[src/rtl/ptp_up_reg_slave_if.sv]
// Host register bus for the PTP clock block: one-cycle wr/rd strobes,
// byte address, write data and registered read data.
interface ptp_up_reg_slave_if;
  logic        wr_in;
  logic        rd_in;
  logic [7:0]  addr_in;
  logic [31:0] data_in;
  logic [31:0] data_out;

  modport master (
    output wr_in, rd_in, addr_in, data_in,
    input  data_out
  );

  modport slave (
    input  wr_in, rd_in, addr_in, data_in,
    output data_out
  );
endinterface

[src/rtl/ptp_up_reg_slave.sv]
// Register target for the PTP clock block: RTC staging and load strobes,
// time snapshot, and a timestamp FIFO drained by the host with a level IRQ.
module ptp_up_reg_slave #(
  parameter int unsigned FIFO_DEPTH = 4,
  parameter int unsigned FIFO_AW    = 2
) (
  input  logic                 clk,
  input  logic                 rst,
  ptp_up_reg_slave_if.slave    bus,
  input  logic [47:0]          time_sec_in,
  input  logic [31:0]          time_ns_in,
  output logic [47:0]          time_set_sec_out,
  output logic [31:0]          time_set_ns_out,
  output logic                 time_set_out,
  output logic [31:0]          period_out,
  output logic                 period_set_out,
  input  logic                 ts_valid_in,
  input  logic [47:0]          ts_sec_in,
  input  logic [31:0]          ts_ns_in,
  output logic                 irq_out
);

  // Word addresses (byte address bits [7:2])
  typedef enum logic [5:0] {
    REG_CTRL       = 6'h00,
    REG_STATUS     = 6'h01,
    REG_SET_SEC_H  = 6'h02,
    REG_SET_SEC_L  = 6'h03,
    REG_SET_NS     = 6'h04,
    REG_PERIOD     = 6'h05,
    REG_SNAP_SEC_H = 6'h06,
    REG_SNAP_SEC_L = 6'h07,
    REG_SNAP_NS    = 6'h08,
    REG_TS_SEC_H   = 6'h0A,
    REG_TS_SEC_L   = 6'h0B,
    REG_TS_NS      = 6'h0C
  } reg_addr_e;

  localparam logic [FIFO_AW:0] LVL_FULL = (FIFO_AW + 1)'(FIFO_DEPTH);

  logic [5:0]         word;
  logic               unused_addr_lsb;

  logic               irq_en_q;
  logic [47:0]        set_sec_q;
  logic [31:0]        set_ns_q;
  logic [31:0]        period_q;
  logic               time_set_q;
  logic               period_set_q;
  logic [47:0]        snap_sec_q;
  logic [31:0]        snap_ns_q;
  logic               ovf_q;
  logic               irq_q;
  logic [31:0]        data_out_q;
  logic [31:0]        rd_data_d;

  logic [47:0]        sec_mem_q [FIFO_DEPTH];
  logic [31:0]        ns_mem_q  [FIFO_DEPTH];
  logic [FIFO_AW-1:0] wr_ptr_q;
  logic [FIFO_AW-1:0] rd_ptr_q;
  logic [FIFO_AW:0]   level_q;

  logic               empty;
  logic               full;
  logic               wr_ctrl;
  logic               pop;
  logic               push;
  logic               overflow;
  logic               ovf_clr;
  logic [47:0]        head_sec;
  logic [31:0]        head_ns;

  assign word            = bus.addr_in[7:2];
  assign unused_addr_lsb = ^bus.addr_in[1:0];

  // FIFO status and access decode
  always_comb begin
    empty    = (level_q == '0);
    full     = (level_q == LVL_FULL);
    wr_ctrl  = bus.wr_in && (word == REG_CTRL);
    pop      = bus.rd_in && (word == REG_TS_NS) && !empty;
    // A pop in the same cycle frees a slot, so a push into a full FIFO is taken
    push     = ts_valid_in && (!full || pop);
    overflow = ts_valid_in && full && !pop;
    ovf_clr  = bus.wr_in && (word == REG_STATUS) && bus.data_in[10];
    head_sec = empty ? '0 : sec_mem_q[rd_ptr_q];
    head_ns  = empty ? '0 : ns_mem_q[rd_ptr_q];
  end

  // Read data mux, always from pre-write register state
  always_comb begin
    rd_data_d = '0;
    case (word)
      REG_CTRL:       rd_data_d = {27'd0, irq_en_q, 4'd0};
      REG_STATUS:     rd_data_d = {21'd0, ovf_q, full, empty, 8'(level_q)};
      REG_SET_SEC_H:  rd_data_d = {16'd0, set_sec_q[47:32]};
      REG_SET_SEC_L:  rd_data_d = set_sec_q[31:0];
      REG_SET_NS:     rd_data_d = set_ns_q;
      REG_PERIOD:     rd_data_d = period_q;
      REG_SNAP_SEC_H: rd_data_d = {16'd0, snap_sec_q[47:32]};
      REG_SNAP_SEC_L: rd_data_d = snap_sec_q[31:0];
      REG_SNAP_NS:    rd_data_d = snap_ns_q;
      REG_TS_SEC_H:   rd_data_d = {16'd0, head_sec[47:32]};
      REG_TS_SEC_L:   rd_data_d = head_sec[31:0];
      REG_TS_NS:      rd_data_d = head_ns;
      default:        rd_data_d = '0;
    endcase
  end

  // Control/staging registers, load strobes, snapshot, overflow flag, IRQ
  always_ff @(posedge clk or posedge rst) begin
    if (rst) begin
      irq_en_q     <= 1'b0;
      set_sec_q    <= '0;
      set_ns_q     <= '0;
      period_q     <= '0;
      time_set_q   <= 1'b0;
      period_set_q <= 1'b0;
      snap_sec_q   <= '0;
      snap_ns_q    <= '0;
      ovf_q        <= 1'b0;
      irq_q        <= 1'b0;
    end else begin
      time_set_q   <= wr_ctrl && bus.data_in[0];
      period_set_q <= wr_ctrl && bus.data_in[1];
      irq_q        <= irq_en_q && !empty;
      if (wr_ctrl) begin
        irq_en_q <= bus.data_in[4];
        if (bus.data_in[2]) begin
          snap_sec_q <= time_sec_in;
          snap_ns_q  <= time_ns_in;
        end
      end
      if (bus.wr_in) begin
        case (word)
          REG_SET_SEC_H: set_sec_q[47:32] <= bus.data_in[15:0];
          REG_SET_SEC_L: set_sec_q[31:0]  <= bus.data_in;
          REG_SET_NS:    set_ns_q         <= bus.data_in;
          REG_PERIOD:    period_q         <= bus.data_in;
          default: ;
        endcase
      end
      if (overflow)
        ovf_q <= 1'b1;
      else if (ovf_clr)
        ovf_q <= 1'b0;
    end
  end

  // Timestamp FIFO storage, pointers and level
  always_ff @(posedge clk or posedge rst) begin
    if (rst) begin
      for (int unsigned i = 0; i < FIFO_DEPTH; i++) begin
        sec_mem_q[i] <= '0;
        ns_mem_q[i]  <= '0;
      end
      wr_ptr_q <= '0;
      rd_ptr_q <= '0;
      level_q  <= '0;
    end else begin
      if (push) begin
        sec_mem_q[wr_ptr_q] <= ts_sec_in;
        ns_mem_q[wr_ptr_q]  <= ts_ns_in;
        wr_ptr_q            <= wr_ptr_q + 1'b1;
      end
      if (pop)
        rd_ptr_q <= rd_ptr_q + 1'b1;
      if (push && !pop)
        level_q <= level_q + 1'b1;
      else if (pop && !push)
        level_q <= level_q - 1'b1;
    end
  end

  // Registered read data, held until the next read
  always_ff @(posedge clk or posedge rst) begin
    if (rst)
      data_out_q <= '0;
    else if (bus.rd_in)
      data_out_q <= rd_data_d;
  end

  assign bus.data_out      = data_out_q;
  assign time_set_sec_out  = set_sec_q;
  assign time_set_ns_out   = set_ns_q;
  assign time_set_out      = time_set_q;
  assign period_out        = period_q;
  assign period_set_out    = period_set_q;
  assign irq_out           = irq_q;

endmodule

[src/flat_wrapper.sv]
// flat-port wrapper written by rule: the top's interface ports become plain ports
module ptp_up_reg_slave_flat 
#(
  parameter int unsigned FIFO_DEPTH = 4,
  parameter int unsigned FIFO_AW    = 2
)
  (clk, rst, time_sec_in, time_ns_in, time_set_sec_out, time_set_ns_out, time_set_out, period_out, period_set_out, ts_valid_in, ts_sec_in, ts_ns_in, irq_out, bus_wr_in, bus_rd_in, bus_addr_in, bus_data_in, bus_data_out);
  ptp_up_reg_slave_if bus_i ();
  input  logic clk;
  input  logic rst;
  input  logic [47:0] time_sec_in;
  input  logic [31:0] time_ns_in;
  output logic [47:0] time_set_sec_out;
  output logic [31:0] time_set_ns_out;
  output logic time_set_out;
  output logic [31:0] period_out;
  output logic period_set_out;
  input  logic ts_valid_in;
  input  logic [47:0] ts_sec_in;
  input  logic [31:0] ts_ns_in;
  output logic irq_out;
  input wire logic [$bits(bus_i.wr_in)-1:0] bus_wr_in;
  input wire logic [$bits(bus_i.rd_in)-1:0] bus_rd_in;
  input wire logic [$bits(bus_i.addr_in)-1:0] bus_addr_in;
  input wire logic [$bits(bus_i.data_in)-1:0] bus_data_in;
  output wire logic [$bits(bus_i.data_out)-1:0] bus_data_out;
  assign bus_i.wr_in = bus_wr_in;
  assign bus_i.rd_in = bus_rd_in;
  assign bus_i.addr_in = bus_addr_in;
  assign bus_i.data_in = bus_data_in;
  assign bus_data_out = bus_i.data_out;
  ptp_up_reg_slave #(.FIFO_DEPTH(FIFO_DEPTH), .FIFO_AW(FIFO_AW)) u_core (.clk(clk), .rst(rst), .bus(bus_i), .time_sec_in(time_sec_in), .time_ns_in(time_ns_in), .time_set_sec_out(time_set_sec_out), .time_set_ns_out(time_set_ns_out), .time_set_out(time_set_out), .period_out(period_out), .period_set_out(period_set_out), .ts_valid_in(ts_valid_in), .ts_sec_in(ts_sec_in), .ts_ns_in(ts_ns_in), .irq_out(irq_out));
endmodule
[config.mk]
export PLATFORM = sky130hd
export DESIGN_NAME = ptp_up_reg_slave_flat
export DESIGN_NICKNAME = d
export VERILOG_FILES = /design/src/rtl/ptp_up_reg_slave_if.sv /design/src/rtl/ptp_up_reg_slave.sv /design/src/flat_wrapper.sv
export SDC_FILE = /design/constraint.sdc
export NUM_CORES = 1
export LEC_CHECK = 0
export ABC_AREA = 1
export ABC_CLOCK_PERIOD_IN_PS = 30900
export CAP_MARGIN = 20
export CORE_MARGIN = 5
export CORE_UTILIZATION = 60
export CTS_CLUSTER_DIAMETER = 120
export DETAILED_ROUTE_END_ITERATION = 6
export MAX_ROUTING_LAYER = met4
export PLACE_DENSITY = 0.86
export SLEW_MARGIN = 15
export SYNTH_ARGS = -nofsm -noshare
export SYNTH_HDL_FRONTEND = slang
export SYNTH_SLANG_ARGS = --single-unit
[constraint.sdc]
create_clock -name clk -period 30.9 [get_ports clk]
set_input_delay 3.09 -clock clk [delete_from_list [all_inputs] [get_ports clk]]
set_output_delay 3.09 -clock clk [all_outputs]
set_load 0.005 [all_outputs]
==> impl.org, run 1 <==
** Floorplan
- Vertical die dimension :: 219 um
- Starting Density :: 60.8%
- Number of placed I/O pins :: 352
- The region available for standard cell placement spans 43200 um2.
- Number of standard-cell rows in the floorplan :: 76
- The die covers 48000 um2.
- Die width :: 219 um

** STA
- Endpoints failing setup :: 0
- The worst pin sits at a relative slew slack of 23.9%.
- Setup repair after global routing left no endpoint under its margin.
- Layout Skew :: 0.0263 ns
- Sum of negative setup slack :: 0 ns
- The worst path needs 7.36 ns of the cycle, external delays included.
- The number of endpoints with negative hold slack in the final report came to 0.
- Transition time of the tightest slew-check pin :: 1.14 ns
- Top achievable clock speed :: 136 MHz
- The max-slew violation total from the final report is 0.
- The worst path uses 23.8% of the clock period.

** Critical path
- STA puts the critical path data arrival time at 7.79 ns.
- Data on the critical path is required at its endpoint by 31.33 ns.
- STA classifies the critical path endpoint as a register.
- Tracing the worst setup path back leads to its startpoint at bus_addr_in[7].
- Along the worst path, the maximum fanout reaches 98.
- Sort of element at the start of the critical path :: input port
- Classification of the worst setup path :: input port to register
- Beginning of the worst register-to-register path :: u_core.level_q[0]$_DFFE_PP0P_

** Routing
- Via Count :: 23500
- Post-route antenna net violation count :: 0
- DRC marker count from the first detailed-route iteration :: 2677
- Dividing the detail-routed wire length by the instance count gives 18.5 um.
- Detailed Routing Iterations Pass 1 :: 7
- Total Routed Length :: 78300 um
- Vias per cell :: 5.53
- In the routed design, unresolved DRC markers number 0.

** Status
- Run status :: complete, no violations

** Power
- IR analysis of the VDD net gives a maximum drop of 72.5 uV.
- Total power divided by cell area :: 79.4 nW/um2
- The analysis attributes to cell leakage a power of 15.7 nW.

** Clock tree
- Clock slew seen by the registers of the worst setup and hold paths :: 0.06 ns
- In this run, post-CTS repair resized a total of 0 instances.
- In this run, post-CTS hold repair placed 0 buffers.
- Num Clock Sinks :: 556
- Clock tree synthesis selected as its root buffer the cell sky130_fd_sc_hd__clkbuf_16.
- Once the clock tree was built, the setup fixing pass inserted 0 buffers.
- CTS tree :: done
- Clock tree synthesis inserted a total of 56 buffers.
- Clk_lat worst skew :: 0.62 ns
- Number of H-tree branching levels :: 2
- Maximum buffer depth of the clock tree :: 3

** Placement
- Placement-stage cell area :: 29800 um2
- After legalization and detailed placement, the total HPWL measured 49300 um.
- RePlAce Congestion :: 0.861
- Port Buffer Count :: 349
- In this run, placement finished with an instance count of 4123.

** Yosys
- The mapped netlist covers 26300 um2.
- Synthesized instance count :: 3361
- Yosys cell types :: 31
- For this run, the leading register cell type out of synthesis is sky130_fd_sc_hd__dfrtp_1.
- Number of enable-type register cells in the synthesized netlist :: 0
- Yosys printed 0 warnings.
- Synthesized net count :: 3572
- In the synthesized netlist the async set-or-reset flop fraction comes to 100%.
- A synthesized cell averages 7.81 um2.
- Sequential share of the synthesized area :: 53.0%
- After synthesis the netlist holds a flip-flop and latch count of 556.

** Job
- Number of maximum-capacitance violations :: 0

** Global routing
- Global-route congestion overflow total :: 0
- For this run, the total global-route usage over all layers was measured as 32.8%.
- Global-route wire length before repair :: 121000 um
- Antenna violations before repair :: 10
- Largest net degree at the start of global routing :: 182
- Vias in the first global route :: 22600

** Final layout
- Post-route design area :: 31800 um2
- Leading cell types in the layout, fill and taps excluded :: sky130_fd_sc_hd__nand2_1, sky130_fd_sc_hd__dfrtp_1, sky130_fd_sc_hd__o21ai_0
- Final instance count without filler cells :: 4243
- Final nets :: 3808
- In the final layout, the share of cells above drive strength 1 is 5.16%.
- Relative area change from synthesis to final layout :: 21.1%
- Most common cell after layout, fill and taps aside :: sky130_fd_sc_hd__nand2_1

** Min path
- The path class of the tightest hold or removal check is register to register.
- Hold Startpoint :: u_core.bus.data_out[12]$_DFFE_PP0P_
==> flip-flops by register name, summed over array words and instances, names as in the netlist <==
register and count:
u_core.ns_mem_q 128, u_core.irq_en_q 1, u_core.period_out 32, u_core.period_set_out 1, u_core.time_set_ns_out 32, u_core.irq_out 1
u_core.wr_ptr_q 2, u_core.level_q 3, u_core.sec_mem_q 192, u_core.ovf_q 1, u_core.snap_sec_q 48, u_core.bus.data_out 32
u_core.time_set_out 1, u_core.time_set_sec_out 48, u_core.rd_ptr_q 2, u_core.snap_ns_q 32
==> routing by layer <==
layer	wire, um	vias up	track usage, %
met5	0	-	-
met4	4390	0	15.7
met2	37400	1097	51.2
li1	-	11000	-
met1	30200	11100	42.0
met3	6280	252	6.06
==> synthesized netlist by cell type (2+ instances only) <==
cell type	number	share of area [%]
sky130_fd_sc_hd__o211ai_1	32	0.92
sky130_fd_sc_hd__clkinv_1	2	0.029
sky130_fd_sc_hd__nor2_4	5	0.21
sky130_fd_sc_hd__inv_1	396	5.7
sky130_fd_sc_hd__buf_1	16	0.23
sky130_fd_sc_hd__buf_4	21	0.60
sky130_fd_sc_hd__a21oi_1	34	0.65
sky130_fd_sc_hd__nor2_2	4	0.095
sky130_fd_sc_hd__nand2_1	1246	18
sky130_fd_sc_hd__buf_2	50	0.95
sky130_fd_sc_hd__xor2_1	4	0.13
sky130_fd_sc_hd__buf_6	9	0.39
sky130_fd_sc_hd__dfrtp_1	556	53
sky130_fd_sc_hd__ha_1	5	0.24
sky130_fd_sc_hd__mux2_2	46	2.0
sky130_fd_sc_hd__o21ai_0	451	8.6
sky130_fd_sc_hd__clkbuf_1	101	1.4
sky130_fd_sc_hd__nor2_1	113	1.6
sky130_fd_sc_hd__nand4_1	9	0.21
sky130_fd_sc_hd__nand3_1	184	3.5
sky130_fd_sc_hd__nand2_4	2	0.086
sky130_fd_sc_hd__o21ai_1	66	1.3
==> path summary, 6_finish.rpt <==
kind | to | slack (ns) | depth (start not counted)
setup reg to reg | u_core.ns_mem_q[38]$_DFFE_PP0P_ | 26.83 | 8
max in group asynchronous | u_core.rd_ptr_q[1]$_DFFE_PP0N_ | 25.66 | 4
setup / recovery | u_core.ns_mem_q[38]$_DFFE_PP0P_ | 23.54 | 10
hold reg to reg | u_core.bus.data_out[12]$_DFFE_PP0P_ | 0.48 | 2
min in group asynchronous | u_core.ns_mem_q[23]$_DFFE_PP0P_ | 3.03 | 2
hold / removal | u_core.bus.data_out[12]$_DFFE_PP0P_ | 0.48 | 2
==> power breakdown <==
part | total [mW] | switching [mW] | internal, mW
combinational | 0.747 | 0.480 | 0.268
sequential | 1.07 | 0.104 | 0.968
clock | 0.705 | 0.290 | 0.415
==> cell families after synthesis <==
logic type               after synthesis  synth area share (%)
AO/OA/AOI/OAI                        585                  11.5
XOR/XNOR                               5                 0.167
adder cells (fa/ha/maj)                6                 0.315
buffers and inverters                596                  9.32
flip-flops                           556                  53.0
multiplexers                          46                  1.97
AND/OR/NAND/NOR                     1567                  23.8
==> area by class of cell <==
class | count | area, um2
Clock inverter | 13 | 156
Timing Repair Buffer | 375 | 3730
Tap cell | 585 | 732
Sequential cell | 556 | 13900
Clock buffer | 89 | 1770
Antenna cell | 17 | 42.5
Multi-Input combinational cell | 2209 | 9930
Inverter | 399 | 1510
Fill cell | 3225 | 11400
==> stage by stage <==
step / utilization [%] / total power [mW] / worst slack [ns] / hold WS [ns]
floorplan: - / 1.59 / 12.26 / 0.453
global placement: 69.0 / 1.78 / 23.04 / 0.462
detailed placement: 69.0 / 1.81 / 22.98 / 0.464
CTS: 73.4 / 2.53 / 23.58 / 0.484
global route: 73.6 / 2.69 / 23.24 / 0.509
finish: 73.6 / 2.52 / 23.54 / 0.478
==> worst max-delay path: stages <==
cell and delay, ns:
sky130_fd_sc_hd__clkdlybuf4s50_1 0.47, sky130_fd_sc_hd__nor2_4 0.67, sky130_fd_sc_hd__nand2_4 0.14, sky130_fd_sc_hd__nor2_8 0.55
sky130_fd_sc_hd__nand3_4 0.20, sky130_fd_sc_hd__nand2_2 0.13, sky130_fd_sc_hd__nand2_4 0.40, sky130_fd_sc_hd__nor2_4 0.88
sky130_fd_sc_hd__buf_4 0.90, sky130_fd_sc_hd__o21ai_0 0.23
No activity file was read; power rests on OpenSTA's default activity.
==> run 2: changes to the inputs <==
--- a/config.mk
+++ b/config.mk
@@ -6,14 +6,14 @@
 export NUM_CORES = 1
 export LEC_CHECK = 0
 export ABC_AREA = 1
-export ABC_CLOCK_PERIOD_IN_PS = 30900
+export ABC_CLOCK_PERIOD_IN_PS = 7620
 export CAP_MARGIN = 20
 export CORE_MARGIN = 5
-export CORE_UTILIZATION = 60
+export CORE_UTILIZATION = 56
 export CTS_CLUSTER_DIAMETER = 120
 export DETAILED_ROUTE_END_ITERATION = 6
 export MAX_ROUTING_LAYER = met4
-export PLACE_DENSITY = 0.86
+export PLACE_DENSITY = 0.81
 export SLEW_MARGIN = 15
 export SYNTH_ARGS = -nofsm -noshare
 export SYNTH_HDL_FRONTEND = slang
==> constraint.sdc (replaced) <==
create_clock -name clk -period 7.62 [get_ports clk]
set_input_delay 0.762 -clock clk [delete_from_list [all_inputs] [get_ports clk]]
set_output_delay 0.762 -clock clk [all_outputs]
set_load 0.005 [all_outputs]
==> run 2 against run 1 <==
  * Combinational power grew to 4.1 times the previous value
  * Wire length is 1.3% lower
  * Sequential power grew to 4.0 times the previous value
  * Clock-buffer cell count is 1 higher
  * Highest routed layer unchanged
==> impl.org, run 2 (synthesis gave the netlist of run 1 again) <==
** STA
- RSZ-0062 raised after global routing: no (unchanged).
- The max-slew violation total from the final report was 0 (unchanged).
- Transition time of the tightest slew-check pin :: 1.11 ns (was 1.14 ns)
- Post-route fraction of the period consumed by the critical path :: 58.5%
- Top achievable clock speed :: 224 MHz
- Endpoints failing setup :: 0 (unchanged)
- Final hold vios :: 0 (unchanged)
- Worst setup slack after layout :: 3.16 ns (was 23.54 ns)
- Shortest period the worst path allows :: 4.46 ns
- The headroom to the max-slew limit came to 25.7% (was 23.9%).
- Sum of negative setup slack :: 0 ns (unchanged)
- Layout Skew :: 0.0144 ns (was 0.0263 ns)

** Critical path
- Classification of the worst setup path :: input port to register (unchanged)
- The kind of end point of the critical path is a register (unchanged).
- The endpoint arrival time on the critical path is 4.91 ns (was 7.79 ns).
- The depth of the most critical reg-to-reg path was 8 (unchanged).
- The worst setup slack for register-to-register paths is 3.83 ns (was 26.83 ns).
- Sort of element at the start of the critical path :: input port (unchanged)
- The reg-to-reg critical path startpoint is u_core.level_q[0]$_DFFE_PP0P_ (unchanged).
- The maximum net fanout on the critical path was 70 (was 98).
- The required time reported for the critical path endpoint came to 8.07 ns (was 31.33 ns).
- Worst reg2reg endpoint :: u_core.sec_mem_q[92]$_DFFE_PP0P_ (was u_core.ns_mem_q[38]$_DFFE_PP0P_)

** Final layout
- Filler cell count :: 3786 (was 3225)
- Sequential standard cell area :: 13900 um2 (unchanged)
- The number of nets in the layout is 3817 (was 3808).
- Leading cell types in the layout, fill and taps excluded :: sky130_fd_sc_hd__nand2_1, sky130_fd_sc_hd__dfrtp_1, sky130_fd_sc_hd__o21ai_0 (unchanged)
- The final core utilization came to 68.5% (was 73.6%).
- Multi-input gate area :: 9930 um2 (unchanged)
- Max reg flops :: 192 (unchanged)
- The proportion of layout cells with a drive suffix above 1 was 5.10% (was 5.16%).
- The area overhead of the layout relative to synthesis came to 21.2% (was 21.1%).
- The register name with the most flops is u_core.sec_mem_q (unchanged).
- Most common cell after layout, fill and taps aside :: sky130_fd_sc_hd__nand2_1 (unchanged)
- Largest registers :: u_core.sec_mem_q (192), u_core.ns_mem_q (128) (unchanged)
- Post-route design area :: 31800 um2 (about the same)

** Min path
- Hold Crit Endpoint :: u_core.bus.data_out[5]$_DFFE_PP0P_ (was u_core.bus.data_out[12]$_DFFE_PP0P_)
- The worst hold path stage count came to 2 (unchanged).
- The type of the worst min-delay path was register to register (unchanged).
- Hold Startpoint :: u_core.bus.data_out[5]$_DFFE_PP0P_ (was u_core.bus.data_out[12]$_DFFE_PP0P_)

** Global routing
- The global-route wire length before repair is 120000 um (was 121000 um).
- The via count of the first global-routing pass came to 22200 (was 22600).
- The maximum number of pins on one net before global-route repair is 174 (was 182).
- Global-route congestion overflow total :: 0 (unchanged)
- Antenna violations before repair :: 6 (was 10)
- All-Layer GR Usage :: 30.3% (was 32.8%)

** Status
- Run status: complete, no violations (unchanged).

** Floorplan
- Number of placed I/O pins :: 352 (unchanged)
- Vertical die dimension :: 227 um (was 219 um)
- Number of standard-cell rows in the floorplan :: 79 (was 76)
- The die footprint was 51300 um2 (was 48000 um2).
- The area of the core region came to 46500 um2 (was 43200 um2).
- The horizontal die dimension is 227 um (was 219 um).
- The effective utilization at floorplan is 56.5% (was 60.8%).

** Placement
- Worst setup slack before clock tree synthesis :: 2.56 ns (was 22.98 ns)
- The routability-driven placement congestion ratio was 0.896 (was 0.861).
- The count of input and output buffers is 349 (unchanged).
- Half-perimeter wire length after placement :: 49700 um (was 49300 um)
- The area after detailed placement was 29900 um2 (was 29800 um2).

** Clock tree
- The clock tree from TritonCTS was done (unchanged).
- Number of buffers inserted for hold repair after clock tree synthesis :: 0 (unchanged)
- The number of clock sinks seen by CTS was 556 (unchanged).
- The H-tree depth was 2 (unchanged).
- Clock slew seen by the registers of the worst setup and hold paths :: 0.06 ns (about the same)
- The quantity of gates resized following cts came to 0 (unchanged).
- The CTS root buffer is sky130_fd_sc_hd__clkbuf_16 (unchanged).
- The insertion delay to the later sink of the worst-skew pair came to 0.61 ns (was 0.62 ns).
- The clock buffer count from CTS is 57 (was 56).
- Number of buffers added for setup after CTS :: 0 (unchanged)
- Maximum buffer depth of the clock tree :: 3 (unchanged)

** Routing
- The total via count in the routed design came to 23100 (was 23500).
- Detailed Routing Iterations Pass 1 :: 6 (was 7)
- DRC marker count from the first detailed-route iteration :: 2241 (was 2677)
- DRC :: 0 (unchanged)
- The number of nets with antenna violations after routing is 0 (unchanged).
- Total Routed Length :: 77300 um (was 78300 um)
- The mean number of vias per cell came to 5.42 (was 5.53).
- Routed WL per cell :: 18.1 um (was 18.5 um)

** Power
- Leakage power :: 15.7 nW (about the same)
- The worst supply voltage drop on vdd was 244 uV (was 72.5 uV).
- The power density over cell area came to 319 nW/um2 (was 79.4 nW/um2).

** Job
- The total of max-cap violations was 0 (unchanged).
-- run 2: changes by cell type in the layout (fill, tap and decap cells not counted), sizes merged --
cell      change
bufinv        -1
buf           +9
diode         -7
clkinv        -3
clkinvlp      -1
-- run 2: stage by stage --
stage / hold slack [ns] / cells / total power, mW
2_1_floorplan: 0.453 / 3361 / 6.45
3_3_place_gp: 0.463 / 4152 / 7.23
3_5_place_dp: 0.465 / 4152 / 7.38
4_1_cts: 0.485 / 4250 / 10.2
5_1_grt: 0.503 / 4258 / 10.8
6_report: 0.482 / 4262 / 10.1
-- run 2: power breakdown --
part           switching (mW)  leakage, nW  internal, mW  total [mW]
sequential              0.400         6.99          3.93        4.32
combinational            1.96         7.77          1.10        3.06
clock                    1.15        0.900          1.61        2.76
total                    3.51         15.7          6.63        10.1
-- run 2: worst max-delay path by stage --
stage,start,endpoint,depth (start not counted)
after detailed placement,bus_addr_in[2],u_core.sec_mem_q[121]$_DFFE_PP0P_,10
after floorplan,rst,u_core.bus.data_out[0]$_DFFE_PP0P_,1
final,bus_addr_in[2],u_core.sec_mem_q[92]$_DFFE_PP0P_,10
after global routing,bus_addr_in[2],u_core.sec_mem_q[88]$_DFFE_PP0P_,10
after CTS,bus_addr_in[2],u_core.sec_mem_q[121]$_DFFE_PP0P_,10
after global placement,bus_addr_in[2],u_core.sec_mem_q[124]$_DFFE_PP0P_,10
-- run 2: critical path: stages --
cell	delay (ns)
sky130_fd_sc_hd__clkdlybuf4s50_1	0.54
sky130_fd_sc_hd__nor2_4	0.43
sky130_fd_sc_hd__nand2_4	0.13
sky130_fd_sc_hd__nor2_8	0.53
sky130_fd_sc_hd__nand3_4	0.20
sky130_fd_sc_hd__nand2_2	0.13
sky130_fd_sc_hd__nand2_4	0.39
sky130_fd_sc_hd__nor2_4	0.81
sky130_fd_sc_hd__buf_4	0.69
sky130_fd_sc_hd__o21ai_0	0.19
-- run 2: metal layers --
metal / track usage, % / wire length (um)
met5: - / 0
met3: 4.67 / 5760
met2: 47.6 / 36900
met4: 13.7 / 3900
met1: 39.4 / 30700
-- run 2: cell type report --
class / count / share of cell area (%)
Sequential cell: 556 / 43.7
Multi-Input combinational cell: 2209 / 31.2
Timing Repair Buffer: 383 / 12.1
Clock buffer: 90 / 5.45
Inverter: 399 / 4.72
Tap cell: 607 / 2.39
Clock inverter: 8 / 0.295
Antenna cell: 10 / 0.0786
